**src/rtl/contador_updown_modo.sv**
```systemverilog
// Parametrised up/down counter with a programmable terminal value, synchronous load, count enable
// and four end-of-range behaviours: wrap, saturate, bounce and one-shot.
module contador_updown_modo #(
  parameter int N_BITS  = 4,
  parameter int MAX_VAL = 2**N_BITS-1
) (
  input  logic              clk,
  input  logic              reset,
  input  logic              en,
  input  logic              SEL,
  input  logic [1:0]        mode,
  input  logic              load,
  input  logic [N_BITS-1:0] load_val,
  output logic [N_BITS-1:0] Saida,
  output logic              dir,
  output logic              at_max,
  output logic              at_min,
  output logic              tc,
  output logic              done,
  output logic              fsm_state
);

  localparam int W = N_BITS + 1;
  localparam logic [W-1:0] MAX_W = W'(MAX_VAL);

  typedef enum logic [1:0] {
    M_WRAP    = 2'b00,
    M_SAT     = 2'b01,
    M_BOUNCE  = 2'b10,
    M_ONESHOT = 2'b11
  } mode_t;

  typedef enum logic {
    RUN  = 1'b0,
    STOP = 1'b1
  } os_state_t;

  mode_t     mode_e;
  os_state_t state_q, state_n;

  logic [W-1:0] cnt_q, cnt_n;
  logic         dir_q, dir_n;
  logic         tc_q, tc_n;

  logic [W-1:0] end_val;
  logic [W-1:0] step_val;
  logic [W-1:0] turn_val;
  logic [W-1:0] load_clamped;
  logic         eff_dir;
  logic         at_end;

  assign mode_e = mode_t'(mode);

  // The count is held one bit wider than the output so no step ever relies on natural overflow.
  always_comb begin
    eff_dir      = (mode_e == M_BOUNCE) ? dir_q : SEL;
    end_val      = eff_dir ? MAX_W : '0;
    at_end       = (cnt_q == end_val);
    step_val     = eff_dir ? (cnt_q + W'(1)) : (cnt_q - W'(1));
    load_clamped = ({1'b0, load_val} > MAX_W) ? MAX_W : {1'b0, load_val};
    // After a bounce turn-around the value moves one step the new way; a zero-width range stays at 0.
    if (MAX_W == '0) begin
      turn_val = '0;
    end else begin
      turn_val = eff_dir ? (cnt_q - W'(1)) : (cnt_q + W'(1));
    end
  end

  always_comb begin
    cnt_n   = cnt_q;
    dir_n   = dir_q;
    tc_n    = 1'b0;
    state_n = state_q;

    if (load) begin
      cnt_n   = load_clamped;
      state_n = RUN;
    end else begin
      if (mode_e != M_ONESHOT) begin
        state_n = RUN;
      end
      if (en) begin
        case (mode_e)
          M_WRAP: begin
            if (at_end) begin
              cnt_n = eff_dir ? '0 : MAX_W;
              tc_n  = 1'b1;
            end else begin
              cnt_n = step_val;
            end
          end
          M_SAT: begin
            if (!at_end) begin
              cnt_n = step_val;
            end
          end
          M_BOUNCE: begin
            if (at_end) begin
              dir_n = ~dir_q;
              cnt_n = turn_val;
              tc_n  = 1'b1;
            end else begin
              cnt_n = step_val;
            end
          end
          M_ONESHOT: begin
            if (state_q == RUN) begin
              if (at_end) begin
                state_n = STOP;
              end else begin
                cnt_n = step_val;
              end
            end
          end
        endcase
      end
    end
  end

  always_ff @(posedge clk or negedge reset) begin
    if (!reset) begin
      cnt_q   <= '0;
      dir_q   <= 1'b1;
      tc_q    <= 1'b0;
      state_q <= RUN;
    end else begin
      cnt_q   <= cnt_n;
      dir_q   <= dir_n;
      tc_q    <= tc_n;
      state_q <= state_n;
    end
  end

  assign Saida     = cnt_q[N_BITS-1:0];
  assign dir       = eff_dir;
  assign at_max    = (cnt_q == MAX_W);
  assign at_min    = (cnt_q == '0);
  assign tc        = tc_q;
  assign done      = (state_q == STOP);
  assign fsm_state = state_q;

endmodule

```
**config.mk**
```make
export PLATFORM = sky130hd
export DESIGN_NAME = contador_updown_modo
export DESIGN_NICKNAME = d
export VERILOG_FILES = /design/src/rtl/contador_updown_modo.sv
export SDC_FILE = /design/constraint.sdc
export NUM_CORES = 1
export LEC_CHECK = 0
export ABC_AREA = 1
export BUFFER_PORTS_ARGS = -buffer_cell sky130_fd_sc_hd__buf_2
export CAP_MARGIN = 0
export CORE_MARGIN = 2
export CORE_UTILIZATION = 50
export DETAILED_ROUTE_END_ITERATION = 8
export GPL_ROUTABILITY_DRIVEN = 1
export PLACE_DENSITY = 0.75
export SLEW_MARGIN = 20
export SYNTH_ARGS = -nofsm -noshare
export SYNTH_HDL_FRONTEND = slang
export SYNTH_SLANG_ARGS = --single-unit
```
**constraint.sdc**
```tcl
create_clock -name clk -period 1.86 [get_ports clk]
set_input_delay 0.372 -clock clk [delete_from_list [all_inputs] [get_ports clk]]
set_output_delay 0.372 -clock clk [all_outputs]
set_load 0.1 [all_outputs]
```
==> Yosys cells after proc, flatten, opt, wreduce, memory -nomap -nowiden <==
Cells that the tools add are included.
{ "classes": {"addsub": 2, "mul": 0, "div": 0, "magnitude_cmp": 0, "eq_ne": 7, "shift": 0, "muxes": 22, "bitwise": 2, "n_reduce_logical": 6} }
{ "op_table": {"columns": ["operator", "count"], "rows": [
  ["5-bit 2-to-1 mux", 8],
  ["5-bit case mux with 4 select lines", 1],
  ["1-bit 2-to-1 mux", 11],
  ["4-bit 2-to-1 mux", 2],
  ["5-bit by 1-bit adder with 5-bit output, second input constant", 1],
  ["5-bit by 4-bit equality test with 1-bit output", 1],
  ["5-bit by 4-bit equality test with 1-bit output, second input constant", 1],
  ["5-bit zero test", 1],
  ["5-bit by 1-bit subtractor with 5-bit output, second input constant", 1],
  ["2-bit equality test, second input constant", 2],
  ["4-bit AND reduction", 1],
  ["3-bit inequality test, second input constant", 1],
  ["2-bit by 1-bit equality test with 1-bit output, second input constant", 1],
  ["2-bit zero test", 1],
  ["2-bit inequality test, second input constant", 1],
  ["1-bit inverter", 2],
  ["2-bit AND reduction", 1],
  ["2-bit nonzero test", 1],
  ["2-bit OR reduction", 1]
]} }
{ "totals": {"ff_bits": 8, "latchBits": 0, "ramBits": 0, "mem_bits_ro": 0, "output_inout_bits": 10, "elab_cells": 43, "memories": 0} }

==> Longest topological paths before layout <==
{ "depth": {"ltp_word": 9, "ltp_mapped": 12} }

==> Worst setup path after synthesis <==
No wires, ideal clock.
{ "synth_path": {"path_type": "register to output", "startpoint": "register cnt_q[2]", "endpoint": "output port at_min", "arrival_ps": 1985, "t_required_ps": 1488, "path_slack_ps": -497, "stages_incl_launch_ff": 5, "n_path_buf": 1, "path_cell_list": "dfrtp_1 buf_4 nor2_1 nand2_1 nor2_1"} }
{ "synth_via": {"elab_chain_cells": 1} }
{ "synth_lines": {"columns": ["item", "line", "rtl"], "rows": [
  ["start: declaration", "41", "logic [W-1:0] cnt_q, cnt_n;"],
  ["start signal: assignment", "127", "cnt_q <= cnt_n;"],
  ["5-bit zero test", "137", "assign at_min = (cnt_q == '0);"],
  ["end: declaration", "17", "output logic at_min,"]
]} }
No other way between the ends.

==> Final worst setup path <==
{ "layout_path": {"startpoint": "register cnt_q[1]", "endpoint": "output port at_max"} }
{ "layout_via": {"elab_chain_cells": 1} }
{ "layout_lines": {"columns": ["item", "line", "rtl"], "rows": [
  ["5-bit by 4-bit equality test with 1-bit output", "136", "assign at_max = (cnt_q == MAX_W);"],
  ["end: declaration", "16", "output logic at_max,"]
]} }
No other way between the ends.

==> results.yml <==
outcome:
  outcome: "finished clean"
min_path:
  min_to: "cnt_q[3]"
  holdPathStages: 3
  hp-start: "load_val[3]"
  worstHoldPathType: "in -> reg"
sta:
  slew_headroom_pct: 67.7
  hold_violations: 0
  whs_ps: 370
  fin_ws_ps: 91.7
  slew_violations: 0
  period_needed_ps: 1770
  setup_viol: 0
  finalCritPeriodShare_pct: 95.1
  worst_pin_slew_ps: 488
  clock_skew_ps: 10.8
  rsz0062_at_grt: "false"
  fmax_mhz: 566
pwr:
  powerDensity_nw_per_um2: 829
  irDropWorstVdd_uv: 516
  power.leakage_nw: 0.567
critical_path:
  required_ps: 1490
  r2r_start: "cnt_q[1]"
  crit_type: "reg -> out"
  critPathLaunchType: "flop"
  crit_arrival_ps: 1400
  worstRegToRegCells: 11
  reg2reg_slack_ps: 180
  cp-end-kind: "output pin"
  r2r-end: "cnt_q[4]"
  crit_fanout: 7
logic_synthesis:
  synth_seq_cells: 8
  synth_top_area_share_pct: 19.4
  syn_area_um2: 903
  yosys_warnings: 0
  yosysTopAreaCell: "dfrtp_1"
  synth.area.top_cells: "dfrtp_1 19%, nand2_1 18%, nand3_1 9.4%"
  ys_types: 24
  synth_area_per_cell_um2: 6.36
  syn_nets: 157
  synthesis.instances: 142
  ys_seq_area_share_pct: 22.3
placement:
  place.port_buffers: 20
  dp_worst_setup_slack_ps: 82.7
  post-place-cells: 180
  dpl.hpwl_mm: 1.69
  place_congestion: 0.886
floorplan:
  io_pins: 21
  dieArea_um2: 2160
  core-area_um2: 1710
  rows: 15
  die_width_um: 46.5
  initial_utilization_pct: 52.9
  die_h_um: 46.5
cts:
  clk_path_buf_depth: 2
  ctsRootBufferMaster: "clkbuf_4"
  cts_buffers: 3
  clock_latency_ps: 270
  htree_num_levels: 1
  cts_tree: "yes"
  post_cts_buffers: 0
  cts_num_sinks: 8
  clk_pin_slew_ps: 70
route:
  drc_errors: 0
  wl_per_cell_um: 11.9
  drt_first_pass_iters: 4
  drt_iter0_drc: 29
  viasPerCell: 5.39
  postRouteAntennaNets: 0
  met2_length_mm: 1.10
  top_layer_used: "met4"
  met1_length_um: 909
  routed_wl_mm: 2.20
  met3_length_um: 140
  vias: 997
cells_and_area:
  area_growth_pct: 19.7
  diodes: 0
  fin_util_pct: 63.3
  drive_above_1_share_pct: 28.7
  finalNonFillerCells: 185
  final_nets: 176
  nFillCells: 157
run:
  drv_cap: 0
grt:
  grt_pass1_wl_mm: 3.42
  grt_remaining_overflow: 0
  grt_max_degree: 11
  grt_pass1_vias: 816
  grt_usage_pct: 22.8
  grt_antenna_before_repair: 0
-- state kept, by name, summed over array words and instances, names as in the netlist --
| register | flops |
|---|---|
| dir_q | 1 |
| done | 1 |
| cnt_q | 5 |
| tc | 1 |
-- how the worst max path moves through the flow --
stage,from,to,slack [ps]
after floorplan,cnt_q[2],at_min,-40
after global placement,cnt_q[1],cnt_q[4],30
after detailed placement,cnt_q[1],cnt_q[4],80
after CTS,cnt_q[0],at_max,10
after global routing,cnt_q[0],at_max,6
final,cnt_q[1],at_max,90
-- critical path, cell delays in order, from the launching register on --
cell	delay [ps]
dfrtp_2	450
ha_4	160
nand2_1	50
nor2_1	100
ha_2	200
buf_12	170
-- cells in the mapped netlist (all sizes together) --
master   n
nand3b   1
xnor2    1
o21a     1
inv     16
nor2    16
o21ai    6
nor3     1
ha       4
xor2     1
nand3   20
dfrtp    7
dfstp    1
buf      7
a21oi    5
nand2   51
nand4    4
-- per-stage QoR --
stage / setup TNS [ps] / power (mW) / instance area, µm²
finish: 0 / 0.896 / 1080
global route: 0 / 0.953 / 1080
CTS: 0 / 0.886 / 1070
detailed placement: 0 / 0.721 / 1030
global placement: 0 / 0.719 / 1030
floorplan: -43.5 / 0.644 / 908
-- placed cells by master (no fill, tap or decap), drive strengths merged --
cell | Yosys | final
nand3 | 20 | 20
clkbuf | 0 | 4
dfrtp | 7 | 7
xor2 | 1 | 1
nor3 | 1 | 1
nand2 | 51 | 51
o21a | 1 | 1
o21ai | 6 | 6
ha | 4 | 4
buf | 7 | 20
nor2 | 16 | 16
dlygate4sd3 | 0 | 1
nand3b | 1 | 1
a21oi | 5 | 5
nand4 | 4 | 4
inv | 16 | 16
dfstp | 1 | 1
xnor2 | 1 | 1
-- power breakdown --
part	switching, mW	internal, mW
Combinational	0.355	0.138
Clock	0.0741	0.0829
Sequential	0.0427	0.203
Total	0.472	0.424
-- kinds of logic (layout without fill, tap and decap cells) --
kind of cell | count (synthesis) | count (layout) | synth area share, %
and+or+nand+nor | 93 | 93 | 50.4
buffers and inverters | 23 | 41 | 12.9
xor gates and xnor gates | 2 | 2 | 1.94
AOI/OAI and AO/OA | 12 | 12 | 6.92
DFF | 8 | 8 | 22.3
adders and majority gates | 4 | 4 | 5.54
-- area by class of cell --
class | count | area (µm²) | area share (%)
timing repair buffer | 21 | 155 | 14.4
tap | 25 | 31.3 | 2.89
sequential | 8 | 205 | 19.0
clock buffer | 4 | 26.3 | 2.43
multi-input combinational | 111 | 603 | 55.8
inverter | 16 | 60.1 | 5.56
-- per-layer routing --
layer,track usage (%),up-vias
met1,27.7,453
met3,5.88,9
met4,10.3,0
met5,0,-
met2,37.2,45
li1,-,490
-- what timing repair did --
item / in CTS / in global routing
resized for setup: 1 / 6
setup endpoints to repair: 1 / 4
endpoints found under the hold margin: 7 / 0
hold buffers: 1 / 0
Power figures use the tool's default switching activity.
